**src/rtl/rr_sel_pkg.sv**
```systemverilog
// Shared constants, FSM state type and helpers for the round-robin mux-select arbiter.
// Imported by rr_pick and rr_sel_arbiter.
package rr_sel_pkg;

    localparam int NUM_CH    = 4;
    localparam int SEL_W     = 2;
    localparam int BURST_MIN = 1;
    localparam int BURST_MAX = 8;

    typedef enum logic [0:0] {
        ST_IDLE  = 1'b0,
        ST_GRANT = 1'b1
    } state_e;

    function automatic logic [NUM_CH-1:0] sel_onehot(input logic [SEL_W-1:0] idx);
        sel_onehot = NUM_CH'(1) << idx;
    endfunction

endpackage

```
**src/rtl/rr_pick.sv**
```systemverilog
// Rotating priority encoder: first set request bit scanning from ptr upward, modulo NUM_CH.
// Purely combinational.
module rr_pick
    import rr_sel_pkg::*;
(
    input  logic [NUM_CH-1:0] req,
    input  logic [SEL_W-1:0]  ptr,
    output logic [SEL_W-1:0]  idx,
    output logic              found
);

    logic [SEL_W-1:0] cand_s;

    // Scan from the farthest offset down so the nearest request to ptr is written last and wins.
    always_comb begin
        idx    = ptr;
        found  = 1'b0;
        cand_s = '0;
        for (int k = NUM_CH - 1; k >= 0; k--) begin
            cand_s = ptr + SEL_W'(k);
            if (req[cand_s]) begin
                idx   = cand_s;
                found = 1'b1;
            end else begin
                idx   = idx;
                found = found;
            end
        end
    end

endmodule

```
**src/rtl/rr_sel_arbiter.sv**
```systemverilog
// Round-robin scheduler driving the select of a 4-to-1 data mux, with a valid/ready
// output handshake, per-channel burst limit and registered sel/grant/out_valid.
module rr_sel_arbiter
    import rr_sel_pkg::*;
#(
    parameter int BURST = 1
) (
    input  logic              clk,
    input  logic              rst,
    input  logic [NUM_CH-1:0] req,
    input  logic              out_ready,
    output logic [SEL_W-1:0]  sel,
    output logic              out_valid,
    output logic [NUM_CH-1:0] grant
);

    localparam int              CNT_W   = $clog2(BURST + 1);
    localparam logic [CNT_W-1:0] BURST_C = CNT_W'(BURST);

    generate
        if (BURST < BURST_MIN || BURST > BURST_MAX) begin : g_burst_range
            $error("rr_sel_arbiter: BURST out of range 1..8");
        end
    endgenerate

    state_e             state_q;
    logic [SEL_W-1:0]   sel_q;
    logic [NUM_CH-1:0]  grant_q;
    logic               out_valid_q;
    logic [SEL_W-1:0]   ptr_q;
    logic [CNT_W-1:0]   cnt_q;

    logic [SEL_W-1:0]   pick_idx_s;
    logic               pick_found_s;
    logic               keep_s;
    logic               xfer_s;

    rr_pick u_pick (
        .req   (req),
        .ptr   (ptr_q),
        .idx   (pick_idx_s),
        .found (pick_found_s)
    );

    // Stay on the current channel while its burst allowance is not yet used up.
    assign keep_s = (cnt_q != '0) && (cnt_q < BURST_C) && req[sel_q];
    assign xfer_s = out_valid_q && out_ready;

    // Arbitration FSM with registered outputs and rotation/burst bookkeeping.
    always_ff @(posedge clk) begin
        if (rst) begin
            state_q     <= ST_IDLE;
            sel_q       <= '0;
            grant_q     <= '0;
            out_valid_q <= 1'b0;
            ptr_q       <= '0;
            cnt_q       <= '0;
        end else begin
            case (state_q)
                ST_IDLE: begin
                    if (keep_s) begin
                        grant_q     <= sel_onehot(sel_q);
                        out_valid_q <= 1'b1;
                        state_q     <= ST_GRANT;
                    end else if (pick_found_s) begin
                        sel_q       <= pick_idx_s;
                        grant_q     <= sel_onehot(pick_idx_s);
                        ptr_q       <= pick_idx_s + SEL_W'(1);
                        cnt_q       <= '0;
                        out_valid_q <= 1'b1;
                        state_q     <= ST_GRANT;
                    end else begin
                        cnt_q       <= '0;
                        grant_q     <= '0;
                        out_valid_q <= 1'b0;
                    end
                end
                ST_GRANT: begin
                    if (xfer_s) begin
                        cnt_q       <= cnt_q + CNT_W'(1);
                        grant_q     <= '0;
                        out_valid_q <= 1'b0;
                        state_q     <= ST_IDLE;
                    end else begin
                        out_valid_q <= 1'b1;
                    end
                end
                default: begin
                    state_q     <= ST_IDLE;
                    grant_q     <= '0;
                    out_valid_q <= 1'b0;
                    cnt_q       <= '0;
                end
            endcase
        end
    end

    assign sel       = sel_q;
    assign grant     = grant_q;
    assign out_valid = out_valid_q;

endmodule
```
**config.mk**
```make
export PLATFORM = sky130hd
export DESIGN_NAME = rr_sel_arbiter
export DESIGN_NICKNAME = d
export VERILOG_FILES = /design/src/rtl/rr_sel_pkg.sv /design/src/rtl/rr_pick.sv /design/src/rtl/rr_sel_arbiter.sv
export SDC_FILE = /design/constraint.sdc
export NUM_CORES = 1
export LEC_CHECK = 0
export BUFFER_PORTS_ARGS = -buffer_cell sky130_fd_sc_hd__buf_2
export CORE_AREA = 2 2 39 41
export CTS_CLUSTER_DIAMETER = 50
export DETAILED_ROUTE_END_ITERATION = 10
export DIE_AREA = 0 0 41 43
export GPL_TIMING_DRIVEN = 0
export PLACE_DENSITY = 0.74
export SLEW_MARGIN = 20
export SYNTH_ARGS = -nofsm -noshare
export SYNTH_HDL_FRONTEND = slang
export SYNTH_HIERARCHICAL = 1
export SYNTH_SLANG_ARGS = --single-unit
```
**constraint.sdc**
```tcl
create_clock -name clk -period 5.2 [get_ports clk]
set_input_delay 0.26 -clock clk [delete_from_list [all_inputs] [get_ports clk]]
set_output_delay 0.26 -clock clk [all_outputs]
set_load 0.005 [all_outputs]
```
; After elaboration in Yosys (flattened, before gate mapping)
; Index checks and enable logic that the tools add are counted.
[totals]
wordCells = 56
ff_bits = 10
[op_classes]
n_mux = 29
magnitude_cmp = 6
eq_ne = 2
shift = 2
n_bitwise = 2
add_sub_neg = 5
n_reduce_logical = 5
[op_table]
columns = op, n
row1 = "2-bit by 3-bit < comparator with 1-bit output, second input constant", 5
row2 = 1-bit 2-to-1 mux, 14
row3 = 4-bit 2-to-1 mux, 3
row4 = 1-bit binary-select mux with 2-bit select, 5
row5 = 2-bit 2-to-1 mux, 4
row6 = 4-bit case mux with 2 select lines, 1
row7 = "1-bit by 2-bit left shift with 4-bit output, first input constant", 2
row8 = "2-bit by 1-bit adder with 2-bit output, second input constant", 2
row9 = "2-bit adder, second input constant", 2
row10 = 1-bit case mux with 2 select lines, 2
row11 = 1-bit logical AND, 3
row12 = 3-bit AND reduction, 1
row13 = "2-bit by 1-bit != test with 1-bit output, second input constant", 1
row14 = "2-bit != test, second input constant", 1
row15 = 1-bit inverter, 2
row16 = 2-bit AND reduction, 1
row17 = "1-bit adder, second input constant", 1
row18 = "1-bit < comparator, second input constant", 1

; Longest topological paths before layout
; Gate-level depths: netlist (run 1).
[logic_depth]
ltp_word = 11
ltp_mapped = 7

; Hierarchy
; The synthesis (run 1) kept the hierarchy.
[by_module_without_submodules]
columns = module, cells_per_inst, area_per_inst_um2, n_inst, seq_area_each_um2
row1 = rr_sel_arbiter, 43, 450.4, 1, 180.2
row2 = rr_pick, 16, 100.1, 1, 0.0

; Worst setup path before layout (run 1)
; Ideal clock, no wire load.
[synth_timing]
kind = reg-to-reg
start = register ptr_q[0]
end = register ptr_q[1]
path_stages_with_launch = 8
setup_time_ns = 0.123
synth_period_minus_slack_ns = 1.728
t_arrival_ns = 1.605
path_buffers = 0
path_slack_ns = 3.472
path_cell_list = dfxtp_1 -> and2b_2 -> or4_1 -> nand2_1 -> inv_1 -> ha_1 -> nand4bb_1 -> o21ai_0
[synth_via]
elab_chain_len = 8
word_cells_on_any_way = 21
[synth_rtl]
columns = item, line
row1 = start: declaration, rr_sel_arbiter.sv:30  ; logic [SEL_W-1:0] ptr_q;
row2 = start signal: assignment, rr_sel_arbiter.sv:68  ; ptr_q <= pick_idx_s + SEL_W'(1);
row3 = 2-bit adder, rr_pick.sv:20  ; cand_s = ptr + SEL_W'(k);
row4 = 1-bit binary-select mux with 2-bit select, rr_pick.sv:21  ; if (req[cand_s]) begin
row5 = 1-bit 2-to-1 mux (not written as such), rr_pick.sv:21
row6 = 2-bit 2-to-1 mux (3 in series), rr_pick.sv:21
row7 = 2-bit 2-to-1 mux *, rr_pick.sv:21
row8 = named net pick_idx_s[1], rr_sel_arbiter.sv:33  ; logic [SEL_W-1:0] pick_idx_s;
row9 = 2-bit by 1-bit adder with 2-bit output *, rr_sel_arbiter.sv:68
; The timed path passes the listed nets; every way through them passes the cells marked *. The select of a mux whose other input is x is not followed.
; A chain may end at the register's enable or synchronous reset.

; Worst setup path in the final report (run 1)
; Ends and elaborated chain as after synthesis.

==> summary.md, run 1 <==
The flow ran to the end, and the final reports show no timing, DRC or antenna violations. For the number of global-route vias before repair, the log shows 394. The most common cell in the synthesized netlist is sky130_fd_sc_hd__dfxtp_1.

In the routed design, unresolved DRC markers number 0. The maximum frequency from static timing analysis was 0.533 GHz; the via density per instance was 5.24. Summed over all nets, the switching power comes to 52.7 uW.

The cell with the biggest individual delay on the critical path was sky130_fd_sc_hd__or4_1. The post-layout net count is 88, and the final-report setup violation count is 0. The share of flip-flops with an asynchronous set or reset after synthesis was 0%; the internal power component was 130 uW.

The post-CTS repair timing setup buffer count was 0; the number of I/O port buffers was 13. Each instance of the synthesized netlist takes up on average 9.33 sq um. The worst setup path is captured at a flip-flop. The run gives 0 ns as the setup TNS after final layout. CTS placed an instance of sky130_fd_sc_hd__clkbuf_4 at the clock tree root. The biggest fanout along the worst timing path works out to 4.

Dividing total power by cell area gives a power density of 276 nW/um^2. Relative contribution of combinational cells to total power: 25.6%. The largest net degree at the start of global routing was 11; the final hold slack was 0.234 ns. The cell family contributing the most delay on the critical path is simple AND/OR/NAND/NOR gates. The pre-antenna-repair detailed-routing pass consisted of 4 iterations. The post-route netlist has 31.6% of its cells at a drive strength greater than 1.

By area the synthesized netlist is led by sky130_fd_sc_hd__dfxtp_1 (33%), sky130_fd_sc_hd__nand3b_1 (9.5%), sky130_fd_sc_hd__ha_1 (9.1%). The startpoint identified for the worst hold timing path is out_ready. The endpoint of the lowest-slack register-to-register path is ptr_q[1]$_SDFFE_PP0P_. The number of max-cap violations was 0. The run gives 14.6% as the total routing usage reported by global routing. The worst min-delay path category was in -> reg. Counting every sink on the clock net gives 9. The switching share of power was 28.9%.

The sink of the worst hold path was out_valid$_SDFF_PP0_. The wire length of the first global-routing pass is 1700 microns. In this run, post-CTS hold repair placed 0 buffers.

The H-tree depth reported by CTS was 1. For this run, the leading register cell type out of synthesis is sky130_fd_sc_hd__dfxtp_1. The vias after detailed routing is 482. The largest voltage drop on the vdd net is 0.110 mV, and the post-synthesis sequential element count is 9. The congestion estimate from routability-driven global placement came to 0.732. The tools report the sum of overflow across all layers after global routing as 0. Across the whole layout, storage elements account for 180 sq um. TritonCTS built the clock tree.

The total detailed-routing wirelength is 1050 microns. Setup repair after global routing left no endpoint under its margin. The logs give 759 microns for the estimated wirelength of the detail-placed design and 6 for the count of yosys warnings during synthesis. The floorplan has 14 rows. Summing all multi-input logic gate instances after layout gives 339 sq um. The detailed router finished its first iteration with 8 violations.

The tools report the launching point of the worst reg2reg path as ptr_q[0]$_SDFFE_PP0P_. The shortest clock period the worst path allows after layout was 1.88 ns. Hold path depth: 2. The tools report the arrival time at the worst endpoint as 2.02 ns. Clock skew on the completed layout was measured at 0.00182 ns.

The largest total area in the synthesized netlist belongs to sky130_fd_sc_hd__dfxtp_1. The largest stage delay on the critical path is 0.49 ns. In the finished design, the share of the clock period the worst path needs comes to 36.1%. Headroom to the max-slew limit came out at 80.0%. The initial antenna violation count came out at 0. For the worst flop-to-flop path, the logic depth is 7. For the worst-skew pair, the clock arrives at the later sink with an insertion delay of 0.26 ns. Walking the worst path, the cells encountered are and2b_2 -> or4_1 -> nand2_1 -> inv_1 -> ha_1 -> nand4bb_1 -> o21ai_0.

The number of gates resized after CTS was 0. The number of distinct library cells after synthesis is 23. Synthesis handed over a netlist of 59 instances. After clock tree synthesis, the clock-pin slew on the worst setup and hold paths is 0.06 ns. Type of the worst setup path: reg -> reg. The slew at the pin with the worst max-slew slack is 0.300 ns, and the cell area after technology mapping is 551 sq um.

For the TritonCTS buffer count, the log shows 3. The total area inside the core boundary comes to 1380 sq um. In the synthesized netlist, the cells that appear most often are sky130_fd_sc_hd__dfxtp_1 (9), sky130_fd_sc_hd__nand3b_1 (7), sky130_fd_sc_hd__o21ai_0 (5). For the antenna diode instance count, the log shows 0.

Sequential cells burn 45.1% of the power. The tools report the die area as 1760 sq um. In this run the static leakage power is 0.000306 uW. Buffer and inverter count on the worst path: 1. Setup slack on the worst reg-to-reg path comes out at 3.32 ns. The final-report max-slew violation count is 0, and the number of fillers in the final layout is 134. For the number of primary I/O pins, the log shows 14. The fraction of power consumed by the clock network is 29.3%.

Final count of hold timing violations: 0. The maximum clock path buffer count was 2; the fraction of the yosys area taken by sequential cells was 32.7%. Once detail routing completed, the nets flagged for antenna violations numbered 0. The worst setup path is launched from a flip-flop. Counting buffers and inverters, the worst setup path is 7 cells deep. The die is 41 microns wide. The required time of the critical path came out at 5.34 ns.

Yosys mapped a number of flops with a built-in enable equal to 0. The die boundary height was 43 microns; the net count after synthesis was 70. For this configuration, the core starts out at a cell density of 39.8%.

Relative to the synthesized area, the layout overhead comes to 20.2%. The detailed-route wire length per cell is 11.4 microns. The portion of synthesized cell area occupied by the leading cell type came out at 32.7%.
==> how the worst max path moves through the flow <==
| stage | startpoint | end | slack [ns] |
|---|---|---|---|
| CTS | ptr_q[0]$_SDFFE_PP0P_ | ptr_q[1]$_SDFFE_PP0P_ | 3.32 |
| global route | ptr_q[0]$_SDFFE_PP0P_ | ptr_q[1]$_SDFFE_PP0P_ | 3.19 |
| detailed placement | ptr_q[0]$_SDFFE_PP0P_ | ptr_q[1]$_SDFFE_PP0P_ | 3.34 |
| floorplan | ptr_q[0]$_SDFFE_PP0P_ | ptr_q[1]$_SDFFE_PP0P_ | 3.47 |
| global placement | ptr_q[0]$_SDFFE_PP0P_ | ptr_q[1]$_SDFFE_PP0P_ | 3.36 |
| finish | ptr_q[0]$_SDFFE_PP0P_ | ptr_q[1]$_SDFFE_PP0P_ | 3.32 |
==> area by class of cell <==
cell class / count / share of cell area [%]
inverters: 4 / 2.27
flip-flops and latches: 9 / 27.2
well taps: 16 / 3.02
clock buffers: 4 / 3.97
multi-input cells: 44 / 51.2
plain buffers: 2 / 2.46
repair buffers: 13 / 9.83
==> flip-flops by register name, summed over array words and instances (netlist names) <==
register,count
grant,4
out_valid,1
ptr_q,2
sel,2
==> power by group through the flow <==
stage	clock [uW]	combinational [uW]	sequential, uW
2_1_floorplan	0	31.9	83.7
6_report	53.4	46.8	82.3
3_3_place_gp	0	45.6	83.6
4_1_cts	55.8	47.0	82.4
3_5_place_dp	0	46.4	84.1
5_1_grt	62.0	53.3	83.5
==> cell families after synthesis <==
kind of cell               Yosys count  synth area share [%]
AOI/OAI and AO/OA                   14                  16.6
buffers and inverters                6                  5.68
adders and majority gates            4                  9.09
DFF                                  9                  32.7
and+or+nand+nor                     26                  35.9
==> cell usage in the layout, fill, tap and decap left out, types with 2 or more instances in the layout <==
| master | count |
|---|---|
| sky130_fd_sc_hd__a21oi_1 | 4 |
| sky130_fd_sc_hd__and2b_1 | 2 |
| sky130_fd_sc_hd__and2b_2 | 2 |
| sky130_fd_sc_hd__buf_2 | 14 |
| sky130_fd_sc_hd__clkbuf_4 | 3 |
| sky130_fd_sc_hd__dfxtp_1 | 9 |
| sky130_fd_sc_hd__ha_1 | 4 |
| sky130_fd_sc_hd__inv_1 | 4 |
| sky130_fd_sc_hd__nand2_1 | 2 |
| sky130_fd_sc_hd__nand2b_2 | 3 |
| sky130_fd_sc_hd__nand3b_1 | 7 |
| sky130_fd_sc_hd__nand4bb_1 | 3 |
| sky130_fd_sc_hd__nor2_1 | 3 |
| sky130_fd_sc_hd__o21ai_0 | 5 |
==> routing by layer <==
metal | track usage [%] | vias up | routed length [microns]
li1 | - | 247 | -
met1 | 18.4 | 215 | 482
met2 | 20.0 | 16 | 477
met3 | 3.14 | 4 | 49
met4 | 12.0 | 0 | 38
met5 | 0 | - | 0
==> stage by stage <==
| step | util [%] | std cells | worst slack [ns] | total power, uW | cell area, sq um |
|---|---|---|---|---|---|
| detailed placement | 45.9 | 88 | 3.34 | 130 | 636 |
| finish | 47.8 | 92 | 3.32 | 182 | 662 |
| CTS | 47.8 | 92 | 3.32 | 185 | 662 |
| floorplan | - | 59 | 3.47 | 116 | 551 |
| global placement | 45.9 | 88 | 3.36 | 129 | 636 |
| global route | 47.8 | 92 | 3.19 | 199 | 662 |
No activity file was read; power rests on OpenSTA's default activity.
==> run 2, diff against run 1 <==
--- a/config.mk
+++ b/config.mk
@@ -5,13 +5,14 @@
 export SDC_FILE = /design/constraint.sdc
 export NUM_CORES = 1
 export LEC_CHECK = 0
+export ABC_AREA = 1
 export BUFFER_PORTS_ARGS = -buffer_cell sky130_fd_sc_hd__buf_2
-export CORE_AREA = 2 2 39 41
+export CORE_MARGIN = 2
+export CORE_UTILIZATION = 46
 export CTS_CLUSTER_DIAMETER = 50
 export DETAILED_ROUTE_END_ITERATION = 10
-export DIE_AREA = 0 0 41 43
 export GPL_TIMING_DRIVEN = 0
-export PLACE_DENSITY = 0.74
+export PLACE_DENSITY = 0.81
 export SLEW_MARGIN = 20
 export SYNTH_ARGS = -nofsm -noshare
 export SYNTH_HDL_FRONTEND = slang
==> constraint.sdc (replaced) <==
create_clock -name clk -period 1.5 [get_ports clk]
set_input_delay 0.075 -clock clk [delete_from_list [all_inputs] [get_ports clk]]
set_output_delay 0.075 -clock clk [all_outputs]
set_load 0.005 [all_outputs]
==> run 2 against run 1 <==
Hold slack worse by 0.17 ns. Fmax is 6.7% higher. Non-clock buffer count is 8 higher. Sequential power grew to 5.3 times the previous value. Final area is 45% higher. Combinational power grew to 35 times the previous value. The flow now finishes with violations (negative setup slack).
==> summary.md, run 2 <==
The largest total area in the synthesized netlist belongs to sky130_fd_sc_hd__dfxtp_1. The TritonCTS buffer count was 3 (unchanged); the vias after detailed routing was 748 (+55%). The tools report the post-route cell area as 958 sq um (+45%). The tree is rooted in a sky130_fd_sc_hd__clkbuf_4.

The area of combinational cells with multiple inputs is 507 sq um (+49%), and the antenna diode instance count is 0 (unchanged). The final count of hold timing violations is 0 (unchanged), and the number of max-cap violations is 0 (unchanged). The worst setup path is captured at a flip-flop. The required time of the critical path is 1.69 ns (-3.65 ns), and the register share of total power is 19.5% (-26 points).

The number of instances in the synthesized netlist is 103 (+75%). The tools report the final hold slack as 0.0620 ns (-0.173 ns). The tools report the maximum frequency from static timing analysis as 0.569 GHz (+6.7%). TritonCTS built the clock tree. Post-layout net count: 141 (+60%). Final-report setup violation count: 9 (+9). Largest net degree at the start of global routing: 9 (-2). For the final-report max-slew violation count, the log shows 0 (unchanged). Post-detailed-route DRC marker count: 0 (unchanged).

Share of flip-flops with an asynchronous set or reset after synthesis: 0% (unchanged). In the layout the commonest cells are sky130_fd_sc_hd__nand2_1 (16), sky130_fd_sc_hd__nand2_2 (16), sky130_fd_sc_hd__buf_2 (13). For the fraction of power consumed by the clock network, the log shows 8.4% (-21 points). The clock-pin transition on the worst setup and hold timing paths is 0.05 ns (about the same), and the initial standard-cell utilization of the core is 49.8% (+10 points). The internal power component was 1160 uW (+790%); the number of flip-flops under the largest register name was 4 (unchanged). For the net switching power figure, the log shows 1090 uW (+2000%). The slew at the pin with the worst max-slew slack came out at 0.408 ns (+0.109 ns). Via density per instance: 5.19 (-0.85%). The portion of synthesized cell area occupied by the leading cell type came out at 27.8% (-4.9 points). The detailed-route wire length per cell is 12.8 microns (+12%), and the wire length of the first global-routing pass is 2740 microns (+61%).

The fraction of layout instances using a drive strength above 1 is 51.2% (+20 points), and the flip-flop and latch area is 183 sq um (+1.4%). The type of the worst setup path was reg -> reg. The fraction of the yosys area taken by sequential cells was 27.8% (-4.9 points). The number of clock sinks was 9 (unchanged); the biggest fanout along the worst timing path was 6 (+2). The weighted congestion reported at the end of routability-driven placement came out at 0.906 (+24%). The run gives 6 (unchanged) as the count of yosys warnings during synthesis. For the number of distinct library cells after synthesis, the log shows 18 (-22%). The area added between synthesis and finish came out at 47.9%. Post-synthesis sequential element count: 9 (unchanged).

The die boundary height was 41.5 microns (-3.4%); the number of placement rows was 13 (-1). In the synthesized netlist, the cells that appear most often are sky130_fd_sc_hd__nand2_1 (33), sky130_fd_sc_hd__inv_1 (13), sky130_fd_sc_hd__nand3_1 (13). The number of I/O port buffers came out at 13 (unchanged). Most used flip-flop cell after synthesis: sky130_fd_sc_hd__dfxtp_1. The power density over the cells was 2350 nW/um^2 (+750%); the number of global-route vias before repair was 673 (+71%). The number of enable flip-flop cells after synthesis works out to 0 (unchanged). The run gives 1840 microns (+76%) as the total detailed-routing wirelength. For the estimated wirelength of the detail-placed design, the log shows 972 microns (+28%).

The run gives 0 (unchanged) as the number of nets still failing antenna checks after routing. The setup slack of the worst register-to-register path came out at -0.26 ns (-3.58 ns). Setup repair after global routing could not meet its margin everywhere. The post-detailed-placement cell area was 733 sq um (+15%); the worst slack at placement was -0.383 ns (-3.72 ns). The critical path startpoint category was a flip-flop. For the clock insertion delay at the later pin of the skew report, the log shows 0.27 ns (about the same).

Maximum clock path buffer count: 2 (unchanged). The share of the cycle needed by the critical path after routing was 117% (+81 points). The checks that failed: negative setup slack.

The most common cell in the synthesized netlist is sky130_fd_sc_hd__nand2_1. Relative contribution of combinational cells to total power: 72.2% (+47 points). The run gives 114 (+63%) as the net count after synthesis. The number of buffers added to fix hold violations after cts is 0 (unchanged).

The flow ran to the end, but the final reports show violations. The initial antenna violation count was 0 (unchanged). The static leakage came out at 0.000513 uW (+68%).

The shortest clock period the worst path allows after layout was 1.76 ns (-0.118 ns). The smallest setup slack after layout is -0.259 ns (-3.58 ns). The die area is 1730 sq um (-2.1%), and the arrival time at the worst endpoint is 1.95 ns (-0.07 ns). The cell area after technology mapping is 648 sq um (+18%), and the final clock skew is 0.00780 ns (+0.00599 ns). The total routing usage reported by global routing came out at 21.0% (+6.4 points). By area the synthesized netlist is led by sky130_fd_sc_hd__dfxtp_1 (28%), sky130_fd_sc_hd__nand2_1 (19%), sky130_fd_sc_hd__nand3_1 (10%). The run gives 1.28 mV (+1100%) as the largest voltage drop on the vdd net. The worst min-delay path category was in -> reg.

The number of fillers in the final layout is 94 (-30%), and the average instance area after synthesis is 6.29 sq um (-33%). The logs give 41 (+33) for the count of routing violations after the opening detailed-route iteration and 4 (unchanged) for the detailed-routing iteration count for the pre-antenna-repair pass. The run gives 1 (unchanged) as the H-tree depth reported by CTS. The sum of overflow across all layers after global routing came out at 0 (unchanged). For the total core area, the log shows 1300 sq um (-6.0%). The x dimension of the die was 41.5 microns (+1.3%); the normalized max-slew margin was 72.7% (-7.2 points). The number of primary I/O pins is 14 (unchanged), and the switching share of power is 48.6% (+20 points).
run 2: cell count changes in the layout (fill, tap and decap cells not counted), sizes merged, moves of 2 or more:
cell     change
nor2         +6
nand3b       -7
nand3       +15
nand2b       -3
inv         +14
o21ai        -3
and2b        -4
a21oi        +2
nand2       +35
nand4bb      -3
buf          +8
run 2: layout make-up:
type                       count  area share (%)
buffer                         1            1.17
clock buffer                   4            2.74
inverter                      18            8.36
multi-input combinational     75            52.9
sequential                     9            19.1
tap                           15            1.96
timing repair buffer          22            13.8
run 2: logic make-up (layout without fill, tap and decap cells):
kind of cell	count (synthesis)	after routing	synth area share, %
and+or+nand+nor	61	61	42.5
adders and majority gates	4	4	7.72
buffers and inverters	19	45	12.9
DFF	9	9	27.8
AOI/OAI and AO/OA	10	10	9.07
run 2: power by group through the flow:
| stage | clock, uW | combinational [uW] | sequential [uW] |
|---|---|---|---|
| after floorplan | 0 | 772 | 427 |
| after global placement | 0 | 965 | 419 |
| after detailed placement | 0 | 1000 | 426 |
| after CTS | 196 | 1290 | 425 |
| after global routing | 211 | 1790 | 449 |
| final | 188 | 1620 | 438 |
run 2: per-layer routing:
layer	wire [microns]	global-route usage [%]	share of wire, %
met1	752	22.0	41
met2	869	36.9	47
met3	147	8.70	8.0
met4	69	8.39	3.8
met5	0	0	0
run 2: worst paths after layout:
kind / startpoint / endpoint / cells after the start
worst max-delay path: ptr_q[0]$_SDFFE_PP0P_ / ptr_q[1]$_SDFFE_PP0P_ / 17
worst min-delay path: rst / ptr_q[0]$_SDFFE_PP0P_ / 2
worst max register to register: ptr_q[0]$_SDFFE_PP0P_ / ptr_q[1]$_SDFFE_PP0P_ / 17
worst min register to register: sel[0]$_SDFFE_PP0P_ / sel[0]$_SDFFE_PP0P_ / 2
run 2: metrics by stage:
step | utilization, % | std cells | TNS, ns | power (uW)
finish | 73.7 | 144 | -1.55 | 2250
global route | 73.7 | 144 | -2.58 | 2450
CTS | 66.7 | 142 | -0.859 | 1910
detailed placement | 56.3 | 131 | -1.45 | 1430
global placement | 56.3 | 131 | -1.02 | 1380
floorplan | - | 103 | -0.329 | 1200
run 2: worst max-delay path, cell delays in order, from the launching register on:
cell and delay (ns):
sky130_fd_sc_hd__dfxtp_2 0.35, sky130_fd_sc_hd__buf_6 0.14, sky130_fd_sc_hd__inv_8 0.05, sky130_fd_sc_hd__nand2_4 0.06, sky130_fd_sc_hd__nand2_4 0.06, sky130_fd_sc_hd__nand2_2 0.09
sky130_fd_sc_hd__nand2_2 0.06, sky130_fd_sc_hd__nand2_1 0.05, sky130_fd_sc_hd__nand2_1 0.07, sky130_fd_sc_hd__nand2_1 0.07, sky130_fd_sc_hd__nand2_1 0.06, sky130_fd_sc_hd__nand2_2 0.11
sky130_fd_sc_hd__inv_4 0.06, sky130_fd_sc_hd__ha_4 0.24, sky130_fd_sc_hd__inv_1 0.03, sky130_fd_sc_hd__nand2_1 0.05, sky130_fd_sc_hd__nand2_1 0.05, sky130_fd_sc_hd__nor2_1 0.10
run 2: repair_timing:
| action | CTS | global route |
|---|---|---|
| buffers inserted | 6 | 2 |
| gates resized for setup | 17 | 21 |
| endpoints found under the setup margin | 9 | 9 |
| pin swaps | 17 | 11 |
| gates cloned | 1 | 0 |
